### config.mk
export PLATFORM = sky130hd
export DESIGN_NAME = mem_arbiter
export DESIGN_NICKNAME = d
export VERILOG_FILES = /design/src/rtl/mem_arbiter.sv
export SDC_FILE = /design/constraint.sdc
export NUM_CORES = 1
export LEC_CHECK = 0
export ABC_AREA = 0
export ABC_CLOCK_PERIOD_IN_PS = 1300
export CORE_AREA = 2 2 103 105
export DETAILED_ROUTE_END_ITERATION = 10
export DIE_AREA = 0 0 105 107
export GPL_TIMING_DRIVEN = 0
export PLACE_DENSITY = 0.66
export REMOVE_ABC_BUFFERS = 1
export SLEW_MARGIN = 15
export SYNTH_ARGS = -nofsm -noshare
export SYNTH_HDL_FRONTEND = slang
export SYNTH_SLANG_ARGS = --single-unit
### constraint.sdc
create_clock -name CLK -period 1.3 [get_ports CLK]
set_input_delay 0.26 -clock CLK [delete_from_list [all_inputs] [get_ports CLK]]
set_output_delay 0.26 -clock CLK [all_outputs]
set_load 0.01 [all_outputs]
### src/rtl/mem_arbiter.sv
// Two-requester arbiter that serialises icache reads and dcache reads/writes onto one RAM port.
// Dcache wins contention, but the icache is forced a grant after DSTREAK_MAX contended dcache grants.
module mem_arbiter #(
  parameter int unsigned DSTREAK_MAX = 4
) (
  input  logic        CLK,
  input  logic        nRST,
  input  logic        iREN,
  input  logic [31:0] iaddr,
  output logic        iwait,
  output logic [31:0] iload,
  input  logic        dREN,
  input  logic        dWEN,
  input  logic [31:0] daddr,
  input  logic [31:0] dstore,
  output logic        dwait,
  output logic [31:0] dload,
  output logic        ramREN,
  output logic        ramWEN,
  output logic [31:0] ramaddr,
  output logic [31:0] ramstore,
  input  logic [31:0] ramload,
  input  logic [1:0]  ramstate
);

  typedef enum logic [1:0] {
    IDLE  = 2'd0,
    ISERV = 2'd1,
    DSERV = 2'd2
  } state_t;

  localparam logic [1:0] RAM_ACCESS = 2'b10;
  localparam logic [3:0] DMAX       = 4'(DSTREAK_MAX);

  state_t     r_state;
  logic [3:0] r_dstreak;
  logic       w_dreq;
  logic       w_access;

  assign w_dreq   = dREN | dWEN;
  assign w_access = (ramstate == RAM_ACCESS);

  // Grant state and contended-dcache streak; arbitration only happens in IDLE
  always_ff @(posedge CLK or negedge nRST) begin
    if (!nRST) begin
      r_state   <= IDLE;
      r_dstreak <= 4'd0;
    end else begin
      case (r_state)
        IDLE: begin
          if (w_dreq && !iREN) begin
            r_state   <= DSERV;
            r_dstreak <= 4'd0;
          end else if (iREN && !w_dreq) begin
            r_state   <= ISERV;
            r_dstreak <= 4'd0;
          end else if (iREN && w_dreq) begin
            // Contended: the streak never passes DMAX, so the increment saturates there
            if (r_dstreak < DMAX) begin
              r_state   <= DSERV;
              r_dstreak <= r_dstreak + 4'd1;
            end else begin
              r_state   <= ISERV;
              r_dstreak <= 4'd0;
            end
          end else begin
            r_state <= IDLE;
          end
        end
        ISERV: begin
          if (!iREN || w_access) begin
            r_state <= IDLE;
          end else begin
            r_state <= ISERV;
          end
        end
        DSERV: begin
          if (!w_dreq || w_access) begin
            r_state <= IDLE;
          end else begin
            r_state <= DSERV;
          end
        end
        default: begin
          r_state   <= IDLE;
          r_dstreak <= 4'd0;
        end
      endcase
    end
  end

  // RAM port and requester responses decoded from the grant; reset forces IDLE so these drop at once
  always_comb begin
    iwait    = 1'b1;
    dwait    = 1'b1;
    iload    = 32'd0;
    dload    = 32'd0;
    ramREN   = 1'b0;
    ramWEN   = 1'b0;
    ramaddr  = 32'd0;
    ramstore = 32'd0;
    case (r_state)
      ISERV: begin
        ramREN  = iREN;
        ramaddr = iaddr;
        iload   = ramload;
        if (iREN && w_access) begin
          iwait = 1'b0;
        end else begin
          iwait = 1'b1;
        end
      end
      DSERV: begin
        ramaddr = daddr;
        dload   = ramload;
        if (dWEN) begin
          ramWEN   = 1'b1;
          ramstore = dstore;
        end else if (dREN) begin
          ramREN = 1'b1;
        end else begin
          ramREN = 1'b0;
        end
        if (w_dreq && w_access) begin
          dwait = 1'b0;
        end else begin
          dwait = 1'b1;
        end
      end
      default: begin
        iwait = 1'b1;
        dwait = 1'b1;
      end
    endcase
  end

endmodule

==> report_table.html <==
<table>
<tr><th>Metric</th><th>Value</th></tr>
<tr><th colspan="2">Run status</th></tr>
<tr><td>Status</td><td>finished with violations</td></tr>
<tr><td>Failing checks</td><td>negative setup slack</td></tr>
<tr><th colspan="2">Route</th></tr>
<tr><td>DRC Markers</td><td>0</td></tr>
<tr><td>Starting DRC count in detailed routing</td><td>87</td></tr>
<tr><td>Top routing layer in use</td><td>met4</td></tr>
<tr><td>Met2 WL</td><td>6.945 mm</td></tr>
<tr><td>Antenna viol nets, final</td><td>0</td></tr>
<tr><td>Wirelength, routed</td><td>13.71 mm</td></tr>
<tr><td>Routed length per instance</td><td>20.25 um</td></tr>
<tr><td>Post-route met1 wirelength</td><td>5.282 mm</td></tr>
<tr><td>Total number of vias</td><td>3017</td></tr>
<tr><td>First drt pass iteration count</td><td>4</td></tr>
<tr><td>Met3 layer wire length in the routed design</td><td>1.251 mm</td></tr>
<tr><td>Avg Vias per Cell</td><td>4.456</td></tr>
<tr><th colspan="2">Layout</th></tr>
<tr><td>Final cell area excluding filler cells</td><td>5877 um2</td></tr>
<tr><td># fillers</td><td>896</td></tr>
<tr><td>Share of the core filled with cells</td><td>0.5823</td></tr>
<tr><td>Final layout net count</td><td>684</td></tr>
<tr><td>Share of post-route cells with drive strength above 1</td><td>0.6104</td></tr>
<tr><td>Area growth from synthesis to final layout</td><td>256.6%</td></tr>
<tr><th colspan="2">STA</th></tr>
<tr><td>Post-route minimum period</td><td>1.954 ns</td></tr>
<tr><td>Final worst path period share</td><td>1.503</td></tr>
<tr><td>Final setup slack of the worst path</td><td>-0.6538 ns</td></tr>
<tr><td>Final setup viols</td><td>138</td></tr>
<tr><td>Worst hold margin</td><td>0.2879 ns</td></tr>
<tr><td>Max-slew violation count</td><td>0</td></tr>
<tr><td>Setup repair after global routing missed its margin</td><td>true</td></tr>
<tr><td>Fmax</td><td>0.5118 GHz</td></tr>
<tr><td>Transition time at the pin with the least slew margin</td><td>0.3202 ns</td></tr>
<tr><td>Final hold vios</td><td>0</td></tr>
<tr><td>Slew HR</td><td>0.7856</td></tr>
<tr><td>Worst-case clock skew</td><td>0.0008273 ns</td></tr>
<tr><th colspan="2">Floorplanning</th></tr>
<tr><td>Height of the die</td><td>107 um</td></tr>
<tr><td>Total core area</td><td>10090 um2</td></tr>
<tr><td>Die area</td><td>11240 um2</td></tr>
<tr><td>Starting density of the core</td><td>0.1633</td></tr>
<tr><td>Number of ports placed on the die boundary</td><td>267</td></tr>
<tr><td>Horiz. Die Dim</td><td>105 um</td></tr>
<tr><td>Cell row count</td><td>37</td></tr>
<tr><th colspan="2">Setup path</th></tr>
<tr><td>CP arrival</td><td>1.69 ns</td></tr>
<tr><td>Setup slack, reg-to-reg</td><td>-0.51 ns</td></tr>
<tr><td>Worst path max stage delay</td><td>0.39 ns</td></tr>
<tr><td>Crit Path Category</td><td>reg2out</td></tr>
<tr><td>Slowest stage cell on the critical path</td><td>sky130_fd_sc_hd__dfrtp_1</td></tr>
<tr><td>Count of buffering cells on the critical path with inverters included</td><td>4</td></tr>
<tr><td>Critical path required time</td><td>1.04 ns</td></tr>
<tr><td>Max FO, Critical Path</td><td>8</td></tr>
<tr><td>Kind of launch point of the worst setup path</td><td>flip-flop</td></tr>
<tr><td>Cell depth of the worst setup path</td><td>7</td></tr>
<tr><td>Cell family with most CP delay</td><td>buffers and inverters</td></tr>
<tr><td>Chain of cells forming the critical path</td><td>buf_6 &gt; ha_4 &gt; buf_12 &gt; buf_16 &gt; a22oi_2 &gt; nor2b_1 &gt; buf_2</td></tr>
<tr><td>Reg2Reg Depth</td><td>7</td></tr>
<tr><td>Kind of end point of the critical path</td><td>output port</td></tr>
<tr><th colspan="2">Logic synthesis</th></tr>
<tr><td>#FFs+latches synth</td><td>6</td></tr>
<tr><td>Cell taking the most area after synthesis</td><td>sky130_fd_sc_hd__and2_1</td></tr>
<tr><td>Area contributors post-synth</td><td>sky130_fd_sc_hd__and2_1, sky130_fd_sc_hd__a22oi_1, sky130_fd_sc_hd__and3_1</td></tr>
<tr><td>Synth Warn #</td><td>0</td></tr>
<tr><td>Number of different library cells in the post-synthesis netlist</td><td>26</td></tr>
<tr><td>Proportion of netlist area held by the largest area contributor</td><td>0.2506</td></tr>
<tr><td>Average cell area after synthesis</td><td>7.196 um2</td></tr>
<tr><td>Proportion of synthesized chip area in sequential cells</td><td>0.09112</td></tr>
<tr><td>Synthesized instance count</td><td>229</td></tr>
<tr><td>Post-synthesis cell area</td><td>1648 um2</td></tr>
<tr><th colspan="2">Power and ir drop</th></tr>
<tr><td>Sequential group share of total power</td><td>0.033</td></tr>
<tr><td>Fraction of power spent switching nets</td><td>0.3773</td></tr>
<tr><td>Net switching power</td><td>3.367 mW</td></tr>
<tr><td>Logic pwr share</td><td>0.937</td></tr>
<tr><td>Power density cells</td><td>1518 nW/um2</td></tr>
<tr><td>Static leakage</td><td>2.710 nW</td></tr>
<tr><td>IR drop worst, VDD</td><td>825.9 uV</td></tr>
<tr><td>Relative contribution of the clock network to total power</td><td>0.030</td></tr>
<tr><td>Internal Pwr Total</td><td>5.557 mW</td></tr>
<tr><th colspan="2">CTS</th></tr>
<tr><td>TritonCTS Sinks</td><td>6</td></tr>
<tr><td>Clk root buf</td><td>sky130_fd_sc_hd__clkbuf_8</td></tr>
<tr><td>Clock latency at the later pin of the worst-skew pair</td><td>0.22 ns</td></tr>
<tr><td>Clock tree from TritonCTS</td><td>yes</td></tr>
<tr><td>Clock-pin slew of the registers on the worst-case setup and hold paths</td><td>0.03 ns</td></tr>
<tr><td>Count of hold-fix buffers inserted at cts</td><td>0</td></tr>
<tr><td>Bufs on Longest Clock Path</td><td>2</td></tr>
<tr><td>Clock H-tree levels</td><td>1</td></tr>
<tr><td>Cts bufs inserted</td><td>3</td></tr>
<tr><th colspan="2">Global route</th></tr>
<tr><td>Overall Global Routing Usage</td><td>0.2207</td></tr>
<tr><td>Initial antenna violation count</td><td>2</td></tr>
<tr><td>Wire length of the first global-routing pass</td><td>18.88 mm</td></tr>
<tr><td>Pin count of the biggest net entering global routing</td><td>36</td></tr>
<tr><td>GRT Residual Overflow</td><td>0</td></tr>
<tr><td>Via count of the first global-routing pass</td><td>3099</td></tr>
<tr><th colspan="2">Placement</th></tr>
<tr><td>Count of input and output buffers</td><td>266</td></tr>
<tr><td>RePlAce Congestion</td><td>0.8048</td></tr>
<tr><td>Pre-CTS WS</td><td>-1.379 ns</td></tr>
<tr><td>Detail Placement HPWL</td><td>8.260 mm</td></tr>
<tr><td>Area of placed instances</td><td>4423 um2</td></tr>
<tr><th colspan="2">Job</th></tr>
<tr><td>Max-cap viol count</td><td>0</td></tr>
<tr><th colspan="2">Worst hold path</th></tr>
<tr><td>Class of the tightest hold or removal check</td><td>in2async</td></tr>
</table>
==> layout make-up <==
cell class | count | area, um2 | area share
sequential | 6 | 151.4 | 0.02576
inverter | 5 | 21.27 | 0.003619
timing repair buffer | 331 | 3642 | 0.6198
tap | 136 | 170.2 | 0.02895
multi-input combinational | 194 | 1846 | 0.3140
antenna | 2 | 5.005 | 0.0008516
clock buffer | 3 | 41.29 | 0.007026
==> sequential cells by signal, indices dropped and copies added (netlist names) <==
name,cells
r_dstreak,4
r_state,2
==> worst paths after layout <==
check	from	endpoint
max reg2reg	r_state[0]	r_dstreak[0]
min reg2reg	r_dstreak[1]	r_dstreak[1]
max in group asynchronous	nRST	r_state[1]
min in group CLK	r_dstreak[1]	r_dstreak[1]
min	nRST	r_dstreak[3]
max	r_state[0]	ramaddr[15]
==> placed cells by master, fill, tap and decap left out, drive strengths merged, types with 2 or more instances in the layout <==
cell	n
a21oi	2
a22oi	32
and2	66
and3	34
buf	190
clkbuf	11
clkdlybuf4s50	131
dfrtp	6
diode	2
ha	8
inv	5
mux2	3
nand2	3
nand3	2
nor2b	35
==> power groups by stage <==
stage / registers (mW) / logic [mW] / clock network, mW
floorplan: 0.262 / 1.93 / 0
global placement: 0.255 / 3.11 / 0
detailed placement: 0.281 / 4.52 / 0
CTS: 0.284 / 6.90 / 0.273
global route: 0.301 / 8.79 / 0.286
finish: 0.293 / 8.36 / 0.268
==> layer usage <==
layer  up-vias  track usage
met2       182       0.4072
met5         -            0
met1      1400       0.2512
met4         0      0.03524
li1       1419            -
met3        16      0.07234
==> through the flow <==
| stage | TNS (ns) | cells | power (mW) |
|---|---|---|---|
| 6_report | -66.03 | 677 | 8.924 |
| 5_1_grt | -74.07 | 675 | 9.373 |
| 4_1_cts | -66.42 | 662 | 7.455 |
| 3_5_place_dp | -141.14 | 609 | 4.801 |
| 3_3_place_gp | -320.76 | 607 | 3.368 |
| 2_1_floorplan | -139.22 | 205 | 2.194 |
==> synthesized netlist by cell type (all sizes together) <==
master / instances
o32ai: 1
nor3: 1
or2b: 1
or2: 1
dfrtp: 6
o211ai: 1
o21ai: 1
a2bb2oi: 1
mux2: 3
buf: 10
and3b: 1
and3: 34
clkbuf: 14
a21oi: 2
and2: 66
nor2b: 35
a22oi: 32
nand3: 2
inv: 5
ha: 8
a31oi: 1
nand2: 3
==> kinds of logic after synthesis <==
kind of cell | count (synthesis) | share of synthesized area
AO/OA/AOI/OAI | 39 | 0.1875
adder cells (fa/ha/maj) | 8 | 0.06075
buffers and inverters | 29 | 0.08884
flip-flops | 6 | 0.09111
multiplexers | 3 | 0.02050
AND/OR/NAND/NOR | 144 | 0.5513
==> worst register-to-register path, cell delays in order (launching register included) <==
cell and delay, ns:
sky130_fd_sc_hd__dfrtp_1 0.37, sky130_fd_sc_hd__inv_2 0.07, sky130_fd_sc_hd__buf_6 0.12, sky130_fd_sc_hd__ha_4 0.28, sky130_fd_sc_hd__clkbuf_16 0.19, sky130_fd_sc_hd__buf_6 0.12, sky130_fd_sc_hd__a31oi_4 0.22, sky130_fd_sc_hd__mux2_4 0.33
==> repair_timing <==
action	in CTS	in global routing
resized for setup	634	190
pin swaps	20	14
endpoints found under the setup margin	138	138
gates cloned	13	7
buffers inserted	37	11
hold endpoints to repair	0	0
Power figures use the tool's default switching activity.
